--- src/rtl/instruction_fetch_phase.sv ---
// IF stage: owns the PC, fetches words over a req/ready handshake and fills the IF/ID register.
// Handles memory wait states, a one-entry stall buffer and wrong-path discard after redirects.
module instruction_fetch_phase #(
    parameter logic [31:0] RESET_PC  = 32'h0000_0000,
    parameter logic [31:0] NOP_INSTR = 32'h0000_0000
) (
    input  logic        Clk,
    input  logic        Reset,
    input  logic        Stall,
    input  logic        Branch,
    input  logic [31:0] BranchTarget,
    input  logic        Jump,
    input  logic [31:0] JumpTarget,
    input  logic        JumpRegister,
    input  logic [31:0] JumpRegTarget,
    output logic        imem_req,
    output logic [31:0] imem_addr,
    input  logic        imem_ready,
    input  logic [31:0] imem_rdata,
    output logic [31:0] instr_out,
    output logic [31:0] pc_out,
    output logic        if_valid,
    output logic        dbg_state,
    output logic        dbg_kill
);

    // Handshake: a fetch completes on any cycle where imem_req and imem_ready are both high;
    // imem_addr is held constant from the first cycle of imem_req until that cycle.
    typedef enum logic {FETCH = 1'b0, HOLD = 1'b1} state_t;

    state_t      state, state_nxt;
    logic [31:0] pc, pc_nxt;
    logic        kill, kill_nxt;
    logic [31:0] redir_pc, redir_pc_nxt;
    logic [31:0] buf_instr, buf_instr_nxt;
    logic [31:0] buf_pc, buf_pc_nxt;
    logic [31:0] instr_nxt, pc_out_nxt;
    logic        valid_nxt;

    logic        accept;
    logic        redirect;
    logic [31:0] raw_target, target, pc_plus4;

    assign accept   = imem_req & imem_ready;
    assign redirect = (Branch | Jump | JumpRegister) & if_valid & ~Stall;
    assign pc_plus4 = pc + 32'd4;
    assign raw_target = JumpRegister ? JumpRegTarget :
                        Jump         ? JumpTarget    : BranchTarget;
    assign target   = raw_target & ~32'h3;

    always_ff @(posedge Clk or negedge Reset) begin
        if (!Reset) begin
            state     <= FETCH;
            pc        <= RESET_PC;
            kill      <= 1'b0;
            redir_pc  <= 32'h0;
            buf_instr <= NOP_INSTR;
            buf_pc    <= 32'h0;
            instr_out <= NOP_INSTR;
            pc_out    <= 32'h0;
            if_valid  <= 1'b0;
        end else begin
            state     <= state_nxt;
            pc        <= pc_nxt;
            kill      <= kill_nxt;
            redir_pc  <= redir_pc_nxt;
            buf_instr <= buf_instr_nxt;
            buf_pc    <= buf_pc_nxt;
            instr_out <= instr_nxt;
            pc_out    <= pc_out_nxt;
            if_valid  <= valid_nxt;
        end
    end

    always_comb begin
        state_nxt     = state;
        pc_nxt        = pc;
        kill_nxt      = kill;
        redir_pc_nxt  = redir_pc;
        buf_instr_nxt = buf_instr;
        buf_pc_nxt    = buf_pc;
        instr_nxt     = instr_out;
        pc_out_nxt    = pc_out;
        valid_nxt     = if_valid;
        case (state)
            FETCH: begin
                if (kill && accept) begin
                    // Wrong-path word from before the redirect: drop it, then fetch the target.
                    pc_nxt   = redir_pc;
                    kill_nxt = 1'b0;
                    if (!Stall) begin
                        instr_nxt = NOP_INSTR;
                        valid_nxt = 1'b0;
                    end
                end else if (redirect && accept) begin
                    pc_nxt    = target;
                    instr_nxt = NOP_INSTR;
                    valid_nxt = 1'b0;
                end else if (redirect) begin
                    redir_pc_nxt = target;
                    kill_nxt     = 1'b1;
                    instr_nxt    = NOP_INSTR;
                    valid_nxt    = 1'b0;
                end else if (accept && !Stall) begin
                    instr_nxt  = imem_rdata;
                    pc_out_nxt = pc_plus4;
                    valid_nxt  = 1'b1;
                    pc_nxt     = pc_plus4;
                end else if (accept) begin
                    buf_instr_nxt = imem_rdata;
                    buf_pc_nxt    = pc_plus4;
                    pc_nxt        = pc_plus4;
                    state_nxt     = HOLD;
                end else if (!Stall) begin
                    instr_nxt = NOP_INSTR;
                    valid_nxt = 1'b0;
                end
            end
            HOLD: begin
                if (!Stall) begin
                    state_nxt = FETCH;
                    if (redirect) begin
                        pc_nxt    = target;
                        instr_nxt = NOP_INSTR;
                        valid_nxt = 1'b0;
                    end else begin
                        instr_nxt  = buf_instr;
                        pc_out_nxt = buf_pc;
                        valid_nxt  = 1'b1;
                    end
                end
            end
        endcase
    end

    always_comb begin
        imem_req  = (state == FETCH) && Reset;
        imem_addr = pc;
        dbg_state = (state == HOLD);
        dbg_kill  = kill;
    end

endmodule
--- config.mk ---
export PLATFORM = sky130hd
export DESIGN_NAME = instruction_fetch_phase
export DESIGN_NICKNAME = d
export VERILOG_FILES = /design/src/rtl/instruction_fetch_phase.sv
export SDC_FILE = /design/constraint.sdc
export NUM_CORES = 1
export LEC_CHECK = 0
export BUFFER_PORTS_ARGS = -buffer_cell sky130_fd_sc_hd__buf_2
export CORE_MARGIN = 3
export CORE_UTILIZATION = 36
export DETAILED_ROUTE_END_ITERATION = 7
export PLACE_DENSITY_LB_ADDON = 0.08
export SYNTH_ARGS = -nofsm -noshare
export SYNTH_HDL_FRONTEND = slang
export SYNTH_SLANG_ARGS = --single-unit
--- constraint.sdc ---
create_clock -name Clk -period 2.2 [get_ports Clk]
set_input_delay 0.11 -clock Clk [delete_from_list [all_inputs] [get_ports Clk]]
set_output_delay 0.11 -clock Clk [all_outputs]
set_load 0.01 [all_outputs]
==> flow_summary.toml <==
[run_status]
outcome = "completed"

[min_path]
hp-class = "in2reg"

[final_layout]
multi_input_area_sq_um = 4440
seqCellArea_sq_um = 4680
postLayoutCoreUtil = 0.484
antenna_cells = 0
finalNetCount = 1375
stdcell_count = 1581
drive_gt1_frac = 0.320
nFillCells = 2486
area_delta_synth_final_pct = 30.8

[critical_path]
crit_arrival_ns = 2.43
path_max_fanout = 7
critPathBufInv = 0
crit_family = "simple AND/OR/NAND/NOR gates"
cp.required_ns = 2.55
cp_slowest_stage_delay_ns = 0.63
path_class = "reg2reg"
end_kind = "flip-flop"
startpoint_type = "flip-flop"
crit_chain = "nand2_1 > or2_1 > or4_4 > mux2_1 > o21ai_1"
critPathSlowestCell = "or4_4"

[grt]
grt_max_degree = 87
first_global_vias = 8418
antenna_found_initial = 0
grt_usage = 0.208
overflow = 0
grt_pass1_wl_mm = 46.7

[clocking]
clock_sinks = 187
clock_latency_ns = 0.43
clkTransAtPathRegs_ns = 0.08
cts_htree_levels = 4
root_buffer = "clkbuf_16"
cts_made_buffers = 17
cts_tree = "yes"
clockBufferDepth = 2

[detailed_routing]
drt_pass1_iterations = 5
finalWirelength_mm = 29.3
drc = 0
post_drt_wl_per_cell_microns = 18.5
dr_total_vias = 8332
drt_iter0_markers = 495
ant_nets = 0
vias_per_cell = 5.27

[yosys]
synthTopCellsByCount = "dfrtp_1 (187), nand2_1 (140), o21ai_0 (113)"
yosys.area.top_type = "dfrtp_1"
ys_seq_elements = 187
synthFlopType = "dfrtp_1"
yosys-top-cells-area = "dfrtp_1 (50%), mux2_2 (6.5%), o21ai_0 (6.0%), nand2_1 (5.6%), mux2i_1 (3.8%)"
netlist_area_sq_um = 9400
synthCells = 956
yosys_warnings = 0
ys_seq_area_frac = 0.498
post-synth-top-count-cell = "dfrtp_1"
synth_cell_types = 65
yosysTopAreaCellShare = 0.498
synth_edf_count = 0
synth_area_per_cell_sq_um = 9.83
async_flop_share = 1.00

[power_and_ir_drop]
irDropWorstVdd_uv = 555
total_power_mw = 13.9
p_leak_nw = 5.71
p_per_area_nw_per_um2 = 1130

[timing]
finalClockSkew_ns = 0.0156
fmax_mhz = 481
finalSetupViolCount = 0
period_minus_slack_ns = 2.08
fin_hold_ws_ns = 0.0153
worstMarginPinSlew_ns = 0.791
rsz0062_at_grt = "yes"
final.setup.tns_ns = 0
drv_slew = 0
finalHoldViolCount = 0
finalCritPeriodShare = 0.946
slew_headroom = 0.468

[die]
fp.dieW_microns = 168
placement_rows = 58
core_area_sq_um = 25400
io_pins = 235
die_area_sq_um = 28100
die_h_microns = 168
start_util = 0.370

[placement]
place_hpwl_mm = 21.2
dp_cells = 1513
io_buffers = 224
globalplace.congestion = 0.845

[flow_run]
drv_cap = 0
## layout by cell type (no fill, tap or decap), types with 17 or more instances in the layout
master / instances
buf_2: 223
buf_4: 68
mux2_2: 54
dlygate4sd3_1: 37
o21ai_0: 113
nand2_1: 139
nor2_1: 45
dfrtp_1: 186
a22oi_1: 33
a21oi_1: 30
mux2i_1: 36
nand3_1: 23
clkbuf_16: 17
## logic make-up (layout without fill, tap and decap cells)
family	Yosys count	in the layout	share of synthesized area
DFF	187	187	0.498
and+or+nand+nor	277	277	0.135
adders and majority gates	1	1	0.00133
other	1	4	0.000399
muxes	91	91	0.104
AOI/OAI and AO/OA	290	290	0.199
xor gates and xnor gates	26	26	0.0242
buffers and inverters	83	375	0.0373
## layer usage
metal,global-route usage,routed length [microns],up-vias
met2,0.347,14300,183
met5,0,0,-
met1,0.285,13300,4091
li1,-,-,4039
met4,0.0374,297,0
met3,0.0423,1380,19
## registers in the layout (all words and copies together) (netlist names)
signal	flops
dbg_state	1
pc_out	30
instr_out	32
imem_addr	30
buf_pc	30
buf_instr	32
redir_pc	30
dbg_kill	1
if_valid	1
## stage by stage
| step | cell area (sq um) | setup WS [ns] |
|---|---|---|
| global placement | 11300 | 0.120 |
| detailed placement | 11300 | 0.102 |
| global route | 12300 | -0.0325 |
| CTS | 12300 | 0.0679 |
| floorplan | 9410 | 0.179 |
| finish | 12300 | 0.120 |
## power breakdown
part	internal [mW]	switching [mW]	leakage, nW
logic	2.18	2.67	3.07
registers	4.86	0.862	2.35
clock network	1.86	1.42	0.290
## timing repair
| item | in CTS | in global routing |
|---|---|---|
| gates resized for setup | 0 | 5 |
| setup buffers | 0 | 0 |
| hold buffers | 37 | 0 |
| setup endpoints to repair | 0 | 16 |
| hold endpoints to repair | 198 | 0 |
## final cells by class
type                            instances  area share
Sequential cell                       187       0.381
Multi-Input combinational cell        689       0.361
Timing Repair Buffer                  334       0.172
Clock buffer                           20      0.0371
Tap cell                              330      0.0336
Clock inverter                         11      0.0127
Inverter                               10     0.00305
## tightest hold or removal path, delay by kind of cell
| kind | cells | cell delay (ns) |
|---|---|---|
| AOI/OAI and AO/OA | 1 | 0.15 |
| buffers and inverters | 1 | 0.07 |
| muxes | 1 | 0.07 |
## final timing paths
kind                                     startpoint                   endpoint  slack [ns]  depth (start not counted)
setup / recovery           imem_addr[3]$_DFFE_PN0P_  imem_addr[31]$_DFFE_PN0P_        0.12                          5
hold / removal                    JumpRegTarget[12]   redir_pc[12]$_DFFE_PN0P_        0.02                          3
setup reg to reg           imem_addr[3]$_DFFE_PN0P_  imem_addr[31]$_DFFE_PN0P_        0.12                          5
hold reg to reg              buf_pc[18]$_DFFE_PN0P_     buf_pc[18]$_DFFE_PN0P_        0.47                          2
max in group asynchronous                     Reset     buf_pc[17]$_DFFE_PN0P_        0.49                          4
min in group asynchronous                     Reset       dbg_kill$_DFFE_PN0P_        0.28                          3
Power figures use the tool's default switching activity.
